`src/rtl/instr_loader.sv`:
```
// instr_loader: packs field-level RV32I requests into 32-bit words and
// streams them into consecutive instruction-memory locations.
module instr_loader #(
  parameter int ADDR_W = 8,
  parameter int BASE   = 0
) (
  input  logic              clk,
  input  logic              rst,
  input  logic              start,
  input  logic              in_valid,
  output logic              in_ready,
  input  logic [3:0]        in_class,
  input  logic [4:0]        in_rd,
  input  logic [4:0]        in_rs1,
  input  logic [4:0]        in_rs2,
  input  logic [2:0]        in_funct3,
  input  logic [6:0]        in_funct7,
  input  logic [31:0]       in_imm,
  output logic              imem_we,
  output logic [ADDR_W-1:0] imem_addr,
  output logic [31:0]       imem_wdata,
  output logic [ADDR_W:0]   count,
  output logic              full,
  output logic              err
);

  localparam logic [ADDR_W-1:0] BASE_A = ADDR_W'(BASE);
  localparam logic [ADDR_W:0]   CAP    = {1'b1, {ADDR_W{1'b0}}};

  logic [ADDR_W-1:0] ptr_q, ptr_d;
  logic [ADDR_W-1:0] waddr_q, waddr_d;
  logic [31:0]       wdata_q, wdata_d;
  logic              we_q, we_d;
  logic [ADDR_W:0]   count_q, count_d;
  logic              err_q, err_d;
  logic [31:0]       enc;
  logic              legal;
  logic              accept;

  assign full      = (count_q == CAP);
  assign in_ready  = !full && !start;
  assign accept    = in_valid && in_ready;
  assign imem_we   = we_q;
  assign imem_addr = waddr_q;
  assign imem_wdata = wdata_q;
  assign count     = count_q;
  assign err       = err_q;

  // Field packing per instruction class; classes 9..15 are flagged illegal.
  always_comb begin
    legal = 1'b1;
    enc   = '0;
    case (in_class)
      4'd0: enc = {in_funct7, in_rs2, in_rs1, in_funct3, in_rd, 7'b0110011};
      4'd1: enc = {in_imm[11:0], in_rs1, in_funct3, in_rd, 7'b0010011};
      4'd2: enc = {in_imm[11:0], in_rs1, in_funct3, in_rd, 7'b0000011};
      4'd3: enc = {in_imm[11:5], in_rs2, in_rs1, in_funct3, in_imm[4:0], 7'b0100011};
      4'd4: enc = {in_imm[12], in_imm[10:5], in_rs2, in_rs1, in_funct3,
                   in_imm[4:1], in_imm[11], 7'b1100011};
      4'd5: enc = {in_imm[31:12], in_rd, 7'b0110111};
      4'd6: enc = {in_imm[31:12], in_rd, 7'b0010111};
      4'd7: enc = {in_imm[20], in_imm[10:1], in_imm[11], in_imm[19:12], in_rd, 7'b1101111};
      4'd8: enc = {in_imm[11:0], in_rs1, 3'b000, in_rd, 7'b1100111};
      default: legal = 1'b0;
    endcase
  end

  // Next-state: start flushes everything; a legal accept issues one write,
  // an illegal accept only raises the sticky error.
  always_comb begin
    ptr_d   = ptr_q;
    waddr_d = waddr_q;
    wdata_d = wdata_q;
    we_d    = 1'b0;
    count_d = count_q;
    err_d   = err_q;
    if (start) begin
      ptr_d   = BASE_A;
      waddr_d = BASE_A;
      count_d = '0;
      err_d   = 1'b0;
    end else if (accept) begin
      if (legal) begin
        we_d    = 1'b1;
        waddr_d = ptr_q;
        wdata_d = enc;
        ptr_d   = ptr_q + 1'b1;
        count_d = count_q + 1'b1;
      end else begin
        err_d = 1'b1;
      end
    end
  end

  // State registers; reset drops any pending write immediately.
  always_ff @(posedge clk or posedge rst) begin
    if (rst) begin
      ptr_q   <= BASE_A;
      waddr_q <= BASE_A;
      wdata_q <= '0;
      we_q    <= 1'b0;
      count_q <= '0;
      err_q   <= 1'b0;
    end else begin
      ptr_q   <= ptr_d;
      waddr_q <= waddr_d;
      wdata_q <= wdata_d;
      we_q    <= we_d;
      count_q <= count_d;
      err_q   <= err_d;
    end
  end

endmodule

```
`config.mk`:
```
export PLATFORM = sky130hd
export DESIGN_NAME = instr_loader
export DESIGN_NICKNAME = d
export VERILOG_FILES = /design/src/rtl/instr_loader.sv
export SDC_FILE = /design/constraint.sdc
export NUM_CORES = 1
export LEC_CHECK = 0
export CORE_UTILIZATION = 45
export CTS_CLUSTER_SIZE = 28
export DETAILED_ROUTE_END_ITERATION = 10
export PLACE_DENSITY_LB_ADDON = 0.12
export SYNTH_ARGS = -nofsm -noshare
export SYNTH_HDL_FRONTEND = slang
export SYNTH_SLANG_ARGS = --single-unit
```
`constraint.sdc`:
```
create_clock -name clk -period 2.25 [get_ports clk]
set_input_delay 0.45 -clock clk [delete_from_list [all_inputs] [get_ports clk]]
set_output_delay 0.45 -clock clk [all_outputs]
set_load 0.02 [all_outputs]
```
==> impl_metrics.toml <==
[outcome]
status = "completed"

[sta]
fin_skew_ps = 5.22
worstMarginPinSlew_ps = 585
setup_tns_ps = 0
slew_viol_final = 0
hold_viol_final = 0
fin_crit_sh = 0.959
slew_headroom = 0.607
fin_ws_ps = 93.3
setup_viol = 0
hold_ws_ps = 498
fmax_mhz = 464
min_period_ps = 2160

[placed_design]
dp_hpwl_um = 6920
post-place-ws_ps = -262
port_buffers = 117
gp_congestion = 0.879

[pwr]
p_leak_nw = 2.13
p_switching_w = 0.000935
pwr-share-clk = 0.340
switching_share = 0.293
intPower_w = 0.00226
p_per_area_mw_per_mm2 = 630
combPwrFrac = 0.279
power_frac_seq = 0.381
ir_drop_uv = 404

[clock_tree]
clkLatencyLatePin_ps = 340
cts_root_buffer = "clkbuf_8"
clk_path_buf_depth = 2
htreeDepth = 3
cts_tree = "built"
cts_sinks = 58
cts_buffers = 9
clk_pin_slew_ps = 70
cts_hold_buf = 0

[setup_path]
crit_required_ps = 2500
path_max_fanout = 10
regToRegSetupSlack_ps = 130
cp-end-kind = "flip-flop"
crit_path_start_kind = "primary input"
r2r_cells = 6
critical_path_class = "primary input to flip-flop"
rr_endpoint = "imem_addr[2]"
r2r_start = "count[2]"
arrival_ps = 2410

[logic_synthesis]
synth-main-ff-cell = "dfrtp_1"
synth.net_count = 436
yosysUniqueCellTypes = 50
synth_edf_count = 0
ys_ff_latch = 58
syn_inst = 368
synthArstFlopShare = 1.00
yosysWarnings = 0
syn-cell-area_mm2 = 0.00324
synth.avg_cell_area_um2 = 8.79
yosysSeqAreaShare = 0.449

[global_routing]
grt_pass1_wl_um = 15100
antenna_found_initial = 0
grt_pass1_vias = 3117
grt_use_total = 0.259
grt_max_degree = 59
grt_overflow_total = 0

[detailed_routing]
drc = 0
drt-total-wl_um = 9530
drt-initial-drc-count = 180
ant_nets = 0
dr.pass1.iters = 5
viasPerCell = 5.54
vias = 3431
wl_per_cell_um = 15.4

[layout]
final_core_util = 0.738
layout.nets = 586
area_growth_pct = 56.6
drive_gt1_frac = 0.141
antenna_cells = 0

[die]
ios = 118
start_util = 0.471
core_region_area_mm2 = 0.00687
die_x_um = 86.8
fp.dieArea_mm2 = 0.00753
rows = 30
die-height_um = 86.8

[worst_hold_path]
hold_path_class = "primary input to async pin"

[job]
maxCapViolations = 0
layer usage:
| metal | up-vias | GRT usage | share of wire |
|---|---|---|---|
| li1 | 1655 | - | - |
| met4 | 0 | 0.0742 | 0.0093 |
| met5 | - | 0 | 0 |
| met2 | 122 | 0.394 | 0.46 |
| met3 | 9 | 0.0667 | 0.071 |
| met1 | 1645 | 0.365 | 0.46 |
worst max-delay path: stages:
cell	delay, ps
clkdlybuf4s50_1	510
buf_4	230
or4b_1	510
o21ai_1	300
o21ai_0	170
a31oi_1	230
how the worst max path moves through the flow:
stage	startpoint	endpoint	slack (ps)	cells past startpoint
after floorplan	count[0]	imem_wdata[31]	100	7
after global placement	in_class[2]	imem_wdata[9]	-180	6
after detailed placement	in_class[2]	imem_wdata[7]	-260	6
after CTS	count[0]	imem_addr[2]	7	8
after global routing	count[0]	imem_addr[0]	-10	8
final	in_class[2]	imem_wdata[30]	90	6
state kept, by name, indices dropped and copies added (netlist names):
signal      count
imem_wdata     31
count           9
imem_addr       8
ptr_q           8
err             1
imem_we         1
placed cells by master, fill, tap and decap left out, types with 10 or more instances in the layout:
master             n
clkdlybuf4s50_1  115
dfrtp_1           58
nor2_1            46
buf_4             44
a21oi_1           40
o21ai_0           29
nand2_1           21
nand3_1           15
a31oi_1           13
mux2i_1           12
clkbuf_8          10
timing repair:
item                                    CTS  global route
setup buffers                             0             2
pin swaps                                 0             2
resized for setup                         4             7
endpoints found under the setup margin    3            35
power groups by stage:
stage,registers [W],logic [W],clock network [W]
global placement,0.00123,0.000869,0
detailed placement,0.00124,0.000888,0
CTS,0.00122,0.000891,0.00110
floorplan,0.00137,0.000276,0
finish,0.00122,0.000892,0.00108
global route,0.00123,0.000959,0.00114
metrics by stage:
stage	instance area, µm²	cells	total power, W
2_1_floorplan	3240	368	0.00165
3_3_place_gp	4820	601	0.00210
3_5_place_dp	4820	601	0.00212
4_1_cts	5040	617	0.00321
5_1_grt	5070	619	0.00333
6_report	5070	619	0.00319
area by class of cell:
cell class	count	area [µm²]
clock buffer	11	141
clock inverter	5	77.6
fill	542	1800
inverter	9	33.8
multi-input combinational	275	1670
sequential	58	1450
tap	96	120
timing repair buffer	165	1570
synthesized netlist by cell type (all sizes together), types with 5 or more instances:
master,instances,share of area
dfrtp,58,0.45
and3,8,0.015
nand3,15,0.023
a21oi,40,0.062
nand2b,9,0.017
nand2,21,0.024
o21ai,32,0.049
a22oi,9,0.021
a32oi,5,0.014
mux2i,12,0.037
o211ai,5,0.013
a31oi,13,0.025
buf,6,0.012
or3,9,0.017
clkbuf,20,0.023
nor2,47,0.055
inv,8,0.0093
o2bb2ai,5,0.014
kinds of logic after synthesis:
logic type	synth area share
AND/OR/NAND/NOR	0.198
AO/OA/AOI/OAI	0.240
flip-flops	0.449
buffers and inverters	0.0452
multiplexers	0.0371
XOR/XNOR	0.0162
adder cells (fa/ha/maj)	0.0147
Note: power is estimated with default switching activity, not from simulation.
==> edit, RTL diff (config.mk and constraints unchanged) <==
Take the reset off `wdata_q` and load it in a clocked block of its own.
--- a/src/rtl/instr_loader.sv
+++ b/src/rtl/instr_loader.sv
@@ -97,19 +97,21 @@
     if (rst) begin
       ptr_q   <= BASE_A;
       waddr_q <= BASE_A;
-      wdata_q <= '0;
       we_q    <= 1'b0;
       count_q <= '0;
       err_q   <= 1'b0;
     end else begin
       ptr_q   <= ptr_d;
       waddr_q <= waddr_d;
-      wdata_q <= wdata_d;
       we_q    <= we_d;
       count_q <= count_d;
       err_q   <= err_d;
     end
   end
 
+  always_ff @(posedge clk) begin
+    wdata_q <= wdata_d;
+  end
+
 endmodule
 
Function: changed (a bounded check fails within 4 cycles, from zero or initial values and one cycle with rst high).
==> edit against the unedited design <==
Total power down 21%; critical path depth fell by 2; sequential cell count is the same; largest power group unchanged; critical path type is now register to output pin; worst setup slack better by 0.064 ns; sequential power shrank 4%; routed wire length down 16%; largest cell class is now flip-flops and latches; design area fell by 6.5%; area after synthesis decreased by 4.0%.
==> edit: results <==
[routing]
totalWireLength_mm = 8.02
first_pass_iters = 4
met3WireLength_um = 424
dr_wl_met2_mm = 4.16
drtIter0Drc = 72

[finish]
fin_cells = 513
fin_nets = 499
drive_above_1_share = 0.151

[global_routing]
grt_pass1_vias = 2745
grt.met1_usage = 0.279
met2_usage = 0.405

[synthesis]
async_flop_share = 0.466
synth_area_leaders = "edfxtp_1 30%, dfrtp_1 22%, a22o_1 5.6%"
yosysSeqAreaShare = 0.517
netlist_instances = 286
ys_types = 56

[place]
pre_cts_slack_ns = -0.149
routabilityCongestion = 0.872

[pwr]
seq_power_share = 0.463
power_leakage_nw = 2.01
switchingPower_mw = 0.659

[critical_path]
arrival_ns = 1.64
slowest_delay_ns = 0.56
rrSetupSlack_ns = 0.23
slowest_stage = "or4_4"

[timing]
worstMarginPinSlew_ns = 0.630
hold-worst-slack_ns = 0.473
clock-skew-final_ns = 0.00599

[run_status]
status = "finished, final reports clean"
==> edit: final timing paths <==
path	cells past startpoint	from	to
setup / recovery	4	count[5]	in_ready
hold / removal	3	rst	count[8]
setup reg to reg	7	count[5]	count[1]
hold reg to reg	2	err	err
max in group asynchronous	3	rst	count[2]
min in group clk	2	err	err
==> edit: worst reg2reg max path, stage by stage (launching register included) <==
cell and delay (ns):
dfrtp_1 0.38, or4_4 0.56, buf_4 0.17, o211ai_4 0.26, buf_4 0.17, buf_4 0.13, mux2i_1 0.18, nor2_1 0.05
==> edit: layout make-up <==
type                    count  area (sq um)  area share
flip-flops and latches     58          1610       0.339
repair buffers            153          1440       0.305
multi-input cells         200          1360       0.288
clock buffers              10           149      0.0314
well taps                  77          96.3      0.0203
clock inverters             6          40.0     0.00845
inverters                   9          38.8     0.00819
==> edit: timing repair <==
action | CTS | global route
setup endpoints to repair | 2 | 2
resized for setup | 4 | 4
hold endpoints to repair | 0 | 0
pin swaps | 0 | 1
==> edit: power groups by stage <==
stage          logic (mW)  registers [mW]  clock network, mW
2_1_floorplan       0.197            1.21                  0
3_3_place_gp        0.445            1.19                  0
3_5_place_dp        0.455            1.19                  0
4_1_cts             0.456            1.17              0.917
5_1_grt             0.490            1.17              0.966
6_report            0.454            1.17              0.900
==> edit: cell families (layout without fill, tap and decap cells) <==
kind of cell | Yosys count | count (layout) | synth area share
xor gates and xnor gates | 9 | 9 | 0.0254
muxes | 13 | 13 | 0.0423
buffers and inverters | 28 | 178 | 0.0491
AOI/OAI and AO/OA | 79 | 79 | 0.188
and+or+nand+nor | 96 | 96 | 0.166
DFF | 58 | 58 | 0.517
adders and majority gates | 3 | 3 | 0.0121
